<file path="config.mk">
export PLATFORM = sky130hd
export DESIGN_NAME = period_meter_flat
export DESIGN_NICKNAME = d
export VERILOG_FILES = /design/src/rtl/period_meter_if.sv /design/src/rtl/period_meter.sv /design/src/flat_wrapper.sv
export SDC_FILE = /design/constraint.sdc
export NUM_CORES = 1
export LEC_CHECK = 0
export CAP_MARGIN = 0
export CORE_ASPECT_RATIO = 0.7
export CORE_MARGIN = 10
export CORE_UTILIZATION = 45
export DETAILED_ROUTE_END_ITERATION = 16
export HOLD_SLACK_MARGIN = 0.05
export PLACE_DENSITY = 0.67
export SLEW_MARGIN = 20
export SYNTH_ARGS = -nofsm -noshare
export SYNTH_HDL_FRONTEND = slang
export SYNTH_SLANG_ARGS = --single-unit
export TNS_END_PERCENT = 100
</file>
<file path="constraint.sdc">
create_clock -name clk -period 3 [get_ports clk]
set_input_delay 0.9 -clock clk [delete_from_list [all_inputs] [get_ports clk]]
set_output_delay 0.9 -clock clk [all_outputs]
set_load 0.03 [all_outputs]
</file>
<file path="src/rtl/period_meter_if.sv">
// Signal-side bundle for period_meter: measured input, controls and results.
// The master drives sig_in/enable/clear_ovf; the slave returns measurements.
interface period_meter_if #(
  parameter int CNT_W = 16
);
  logic             sig_in;
  logic             enable;
  logic             clear_ovf;
  logic [CNT_W-1:0] period;
  logic [CNT_W-1:0] high_time;
  logic             valid;
  logic             overflow;

  modport master (
    output sig_in, enable, clear_ovf,
    input  period, high_time, valid, overflow
  );

  modport slave (
    input  sig_in, enable, clear_ovf,
    output period, high_time, valid, overflow
  );
endinterface

</file>
<file path="src/rtl/period_meter.sv">
// Measures period and high time of an asynchronous input in clk cycles.
// Counters saturate into a sticky overflow instead of wrapping.
module period_meter #(
  parameter int CNT_W = 16
) (
  input  logic         clk,
  input  logic         reset,
  period_meter_if.slave bus
);
  typedef enum logic {
    IDLE,
    MEASURE
  } state_t;

  localparam logic [CNT_W-1:0] MAX = '1;
  localparam logic [CNT_W-1:0] ONE = CNT_W'(1);

  state_t           r_state;
  logic             r_s1;
  logic             r_s2;
  logic             r_s3;
  logic [CNT_W-1:0] r_cnt;
  logic [CNT_W-1:0] r_hcnt;
  logic [CNT_W-1:0] r_period;
  logic [CNT_W-1:0] r_high;
  logic             r_valid;
  logic             r_ovf;
  logic             w_rise;

  assign w_rise = r_s2 & ~r_s3;

  always_ff @(posedge clk or posedge reset) begin
    if (reset) begin
      r_state  <= IDLE;
      r_s1     <= 1'b0;
      r_s2     <= 1'b0;
      r_s3     <= 1'b0;
      r_cnt    <= '0;
      r_hcnt   <= '0;
      r_period <= '0;
      r_high   <= '0;
      r_valid  <= 1'b0;
      r_ovf    <= 1'b0;
    end else begin
      r_s1    <= bus.sig_in;
      r_s2    <= r_s1;
      r_s3    <= r_s2;
      r_valid <= 1'b0;
      // A saturation below on this same cycle overrides the clear.
      if (bus.clear_ovf) begin
        r_ovf <= 1'b0;
      end
      if (!bus.enable) begin
        r_state <= IDLE;
        r_cnt   <= '0;
        r_hcnt  <= '0;
      end else begin
        unique case (r_state)
          IDLE: begin
            if (w_rise) begin
              r_state <= MEASURE;
              r_cnt   <= ONE;
              r_hcnt  <= ONE;
            end
          end
          MEASURE: begin
            if (w_rise) begin
              r_period <= r_cnt;
              r_high   <= r_hcnt;
              r_valid  <= 1'b1;
              r_cnt    <= ONE;
              r_hcnt   <= ONE;
            end else if (r_cnt == MAX) begin
              r_ovf   <= 1'b1;
              r_state <= IDLE;
              r_cnt   <= '0;
              r_hcnt  <= '0;
            end else begin
              r_cnt <= r_cnt + ONE;
              if (r_s2) begin
                r_hcnt <= r_hcnt + ONE;
              end
            end
          end
          default: r_state <= IDLE;
        endcase
      end
    end
  end

  assign bus.period    = r_period;
  assign bus.high_time = r_high;
  assign bus.valid     = r_valid;
  assign bus.overflow  = r_ovf;
endmodule

</file>
<file path="src/flat_wrapper.sv">
// flat-port wrapper written by rule: the top's interface ports become plain ports
module period_meter_flat 
#(
  parameter int CNT_W = 16
)
  (clk, reset, bus_sig_in, bus_enable, bus_clear_ovf, bus_period, bus_high_time, bus_valid, bus_overflow);
  period_meter_if #(.CNT_W(CNT_W)) bus_i ();
  input  logic clk;
  input  logic reset;
  input wire logic [$bits(bus_i.sig_in)-1:0] bus_sig_in;
  input wire logic [$bits(bus_i.enable)-1:0] bus_enable;
  input wire logic [$bits(bus_i.clear_ovf)-1:0] bus_clear_ovf;
  output wire logic [$bits(bus_i.period)-1:0] bus_period;
  output wire logic [$bits(bus_i.high_time)-1:0] bus_high_time;
  output wire logic [$bits(bus_i.valid)-1:0] bus_valid;
  output wire logic [$bits(bus_i.overflow)-1:0] bus_overflow;
  assign bus_i.sig_in = bus_sig_in;
  assign bus_i.enable = bus_enable;
  assign bus_i.clear_ovf = bus_clear_ovf;
  assign bus_period = bus_i.period;
  assign bus_high_time = bus_i.high_time;
  assign bus_valid = bus_i.valid;
  assign bus_overflow = bus_i.overflow;
  period_meter #(.CNT_W(CNT_W)) u_core (.clk(clk), .reset(reset), .bus(bus_i));
endmodule
</file>
; ---- Word level (Yosys, flattened, before mapping)
; Index checks and enable logic that the tools add are counted.
[totals]
rom_bits = 0
mem_bits_rw = 0
wordCells = 42
n_memories = 0
regBits = 70
output_inout_bits = 34
latch_bits = 0
[op_classes]
mux = 22
n_shift = 0
n_eq_ne = 3
n_addsub = 2
n_div = 0
n_bitwise = 3
mul = 0
reduce_logical = 2
magnitude_cmp = 0
[op_table]
columns = op, count
row1 = $mux W16, 8
row2 = $pmux W16 S2, 2
row3 = $add A16 B1 Y16 const B, 2
row4 = $eq A16 B16 Y1 const B, 1
row5 = $mux W1, 11
row6 = $ne A5 B5 Y1 const B, 1
row7 = $ne A3 B2 Y1 const B, 1
row8 = $reduce_and A3 Y1, 1
row9 = $not A1 Y1, 2
row10 = $pmux W1 S2, 1
row11 = $reduce_and A2 Y1, 1
row12 = $and A1 B1 Y1, 1

; ---- Depth between registers and ports, before layout
[logic_depth]
ltp_word = 6
depth_mapped = 7

; ---- Worst setup path after synthesis
; No wires, ideal clock.
[synth_path]
path_kind = input port to flip-flop
start = input port bus_enable
end = register u_core.r_hcnt[11]
arrival_time_ps = 2114
setup_time_ps = 83
required_ps = 2917
n_path_buf = 2
stages = 6
slack_ps = 804
cell_sequence = clkbuf_1 nand4_1 or2_1 buf_2 or3_1 o21ai_0
[synth_between]
elab_chain_len = 2
[synth_rtl]
columns = element, line
row1 = "start, declared", flat_wrapper.sv:11  ; input wire logic [$bits(bus_i.enable)-1:0] bus_enable;
row2 = $ne A5 B5 Y1 (no source line) / $ne A3 B2 Y1 (equally long branches), n/a
row3 = $reduce_and A2 Y1 (no source line), n/a
row4 = "end signal, assigned", period_meter.sv:81  ; r_hcnt <= r_hcnt + ONE;
row5 = "end, declared", period_meter.sv:23  ; logic [CNT_W-1:0] r_hcnt;
; Parallel ways exist; a longest one is shown, timed or not.
; A chain may end at the register's enable or synchronous reset.

; ---- Worst setup path in the final report
[layout_path]
start = input port bus_enable
end = register u_core.r_hcnt[9]
; The elaborated chain is that of the path after synthesis.

==> flow_metrics.env <==
export IMPL_fin_crit_ns=2.444
export IMPL_grt_max_degree=63
export IMPL_fin_cells=492
export IMPL_synth_top_cell_area_share=0.5578
export IMPL_cts_root_buf="clkbuf_8"
export IMPL_grt_usage=0.1368
export IMPL_skew_ns=0.007269
export IMPL_post_place_cells=476
export IMPL_maxSlewViolCount=0
export IMPL_dr_pass1_iters=4
export IMPL_clkLatencyLatePin_ns=0.34
export IMPL_power_switching_uw=436.4
export IMPL_synth_area_leader_cell="dfrtp_1"
export IMPL_tightest_slew_ns=0.6552
export IMPL_power_internal_mw=1.654
export IMPL_crit_fanout=10
export IMPL_ys_warn_count=0
export IMPL_ios=39
export IMPL_syn_area_mm2=0.003141
export IMPL_cp_end_kind="flop"
export IMPL_yosys_top_cells_count="nand2_1, dfrtp_1, o21ai_0"
export IMPL_r2r_start="u_core.r_cnt[2]$_DFFE_PP0P_"
export IMPL_core_rowCount=25
export IMPL_yosys_top_cells_area="dfrtp_1, nand2_1, o21ai_0, nand3_1, xor2_1"
export IMPL_vias=2516
export IMPL_path_class="primary input to flop"
export IMPL_seqPwrFrac=0.464
export IMPL_drc=0
export IMPL_area_growth_pct=25.50
export IMPL_die_y_um=89.90
export IMPL_antenna_found_initial=0
export IMPL_hold_path_class="flop to flop"
export IMPL_n_antenna_cell=0
export IMPL_comb_power_share=0.050
export IMPL_min_to="u_core.r_s2$_DFF_PP0_"
export IMPL_viasPerCell=5.114
export IMPL_numCtsBuffers=9
export IMPL_ys_types=36
export IMPL_drive_gt1_frac=0.07035
export IMPL_slew_headroom=0.5599
export IMPL_fin_crit_sh=0.8146
export IMPL_required_ns=3.26
export IMPL_clk_pin_slew_ns=0.07
export IMPL_wl_um=7158
export IMPL_die_area_mm2=0.01077
export IMPL_synth_seq_cells=70
export IMPL_core_mm2=0.006756
export IMPL_synth_edff_count=0
export IMPL_synth_most_common_cell="nand2_1"
export IMPL_cap_violations=0
export IMPL_start_util=0.4648
export IMPL_overflow=0
export IMPL_yosysSeqAreaShare=0.5578
export IMPL_io_buffers=38
export IMPL_p_per_area_mw_per_mm2=530.5
export IMPL_grt_first_pass_wirelength_um=12190
export IMPL_drtIter0Drc=212
export IMPL_setup_viol=0
export IMPL_cts_hold_buf=0
export IMPL_leakage_nw=1.810
export IMPL_die_w_um=119.9
export IMPL_cts_tree="done"
export IMPL_status="complete, no violations"
export IMPL_final_nets=400
export IMPL_dpl_hpwl_um=4814
export IMPL_rrSetupSlack_ns=0.72
export IMPL_synth_fp_nets=356
export IMPL_fmax_ghz=0.4092
export IMPL_syn_area_per_cell_um2=8.999
export IMPL_setup_tns_ns=0
export IMPL_ant_nets=0
export IMPL_cts_htree_levels=3
export IMPL_cts_resized=0
export IMPL_p_sw_frac=0.2087
export IMPL_r2r_end="u_core.r_cnt[4]$_DFFE_PP0P_"
export IMPL_cts_buffer_depth=2
export IMPL_power_frac_clock=0.486
export IMPL_grt_setup_unrepaired="no"
export IMPL_async_flop_share=1.000
export IMPL_min_from="u_core.r_s1$_DFF_PP0_"
export IMPL_finalHoldViolCount=0
export IMPL_cp_start_kind="primary input"
export IMPL_syn_inst=349
export IMPL_grt_pass1_vias=2394
export IMPL_cp_arrival_ns=2.71
export IMPL_wl_per_cell_um=14.55
export IMPL_gp_congestion=0.8301
export IMPL_hold_path_depth=0
export IMPL_max_vdd_ir_drop_mv=0.2126
export IMPL_postCtsSetupBuffers=0
export IMPL_r2r_cells=7
export IMPL_numClockSinks=70
export IMPL_synth_main_ff_cell="dfrtp_1"
-- metal layers --
layer  part of all wire  wire length [um]  global-route usage
met1               0.51              3627              0.1890
met2               0.40              2881              0.1869
met3              0.078               560             0.05184
met4              0.012                89             0.05411
met5                  0                 0                   0
-- cell usage in the layout (no fill, tap or decap), drive strengths merged, types with 4 or more instances in the layout --
master         Yosys  layout
a31oi              5       5
clkbuf            11      11
dfrtp             70      70
or3                5       5
nor3              11      11
nor2              15      15
xor2               8       8
clkdlybuf4s50      0      38
buf                3       9
nand3             21      21
o21ai             23      23
bufinv             0       4
a21oi              8       8
inv                8       9
nand2            116     116
nand4              7       7
-- power by group through the flow --
stage	logic (mW)	clock network, mW	registers [mW]
CTS	0.107	1.04	0.969
floorplan	0.0554	0	0.995
detailed placement	0.107	0	0.987
global placement	0.105	0	0.987
finish	0.105	1.02	0.970
global route	0.118	1.08	0.972
-- how the worst max path moves through the flow --
stage | startpoint | to | slack (ns) | depth (start not counted)
2_1_floorplan | reset | u_core.bus.high_time[0]$_DFFE_PP0P_ | 0.33 | 1
3_3_place_gp | bus_enable | u_core.r_hcnt[8]$_DFFE_PP0P_ | 0.17 | 5
3_5_place_dp | bus_enable | u_core.r_hcnt[2]$_DFFE_PP0P_ | 0.15 | 5
4_1_cts | bus_enable | u_core.r_hcnt[2]$_DFFE_PP0P_ | 0.50 | 5
5_1_grt | bus_enable | u_core.r_hcnt[9]$_DFFE_PP0P_ | 0.50 | 5
6_report | bus_enable | u_core.r_hcnt[9]$_DFFE_PP0P_ | 0.56 | 5
-- critical path: stages --
cell and delay (ns):
clkdlybuf4s50_1 0.62, nand4_1 0.29, or2_1 0.43, or3_1 0.39, o21ai_0 0.07
-- cell type report --
| type | count | area [um^2] |
|---|---|---|
| fill | 631 | 2815 |
| multi-input combinational | 257 | 1311 |
| sequential | 70 | 1752 |
| clock buffer | 11 | 141.4 |
| inverter | 8 | 30.03 |
| clock inverter | 5 | 128.9 |
| tap | 94 | 117.6 |
| timing repair buffer | 47 | 460.4 |
-- cells by family (layout without fill, tap and decap cells) --
kind of cell             count (synthesis)  count (layout)  share of synthesized area
AND/OR/NAND/NOR                        191             191                     0.2709
flip-flops                              70              70                     0.5578
AO/OA/AOI/OAI                           53              53                     0.1048
buffers and inverters                   22              71                    0.02749
XOR/XNOR                                10              10                    0.02789
adder cells (fa/ha/maj)                  2               2                   0.007967
multiplexers                             1               1                   0.003187
-- sequential cells by signal, summed over array words and instances (netlist names) --
signal and count:
u_core.bus.high_time 16, u_core.bus.overflow 1, u_core.bus.period 16, u_core.bus.valid 1
u_core.r_cnt 16, u_core.r_hcnt 16, u_core.r_s1 1, u_core.r_s2 1
u_core.r_s3 1, u_core.r_state 1
-- per-stage QoR --
step                hold WS [ns]  cell area (um^2)  setup WS (ns)  power [mW]    util
floorplan                 0.3312              3141         0.3318       1.051       -
global placement          0.3359              3662         0.1676       1.093  0.5420
detailed placement        0.3347              3662         0.1536       1.094  0.5420
CTS                       0.3522              3933         0.5003       2.116  0.5820
global route              0.3711              3941         0.5015       2.174  0.5833
finish                    0.3504              3941         0.5562       2.091  0.5833
Note: power is estimated with default switching activity, not from simulation.
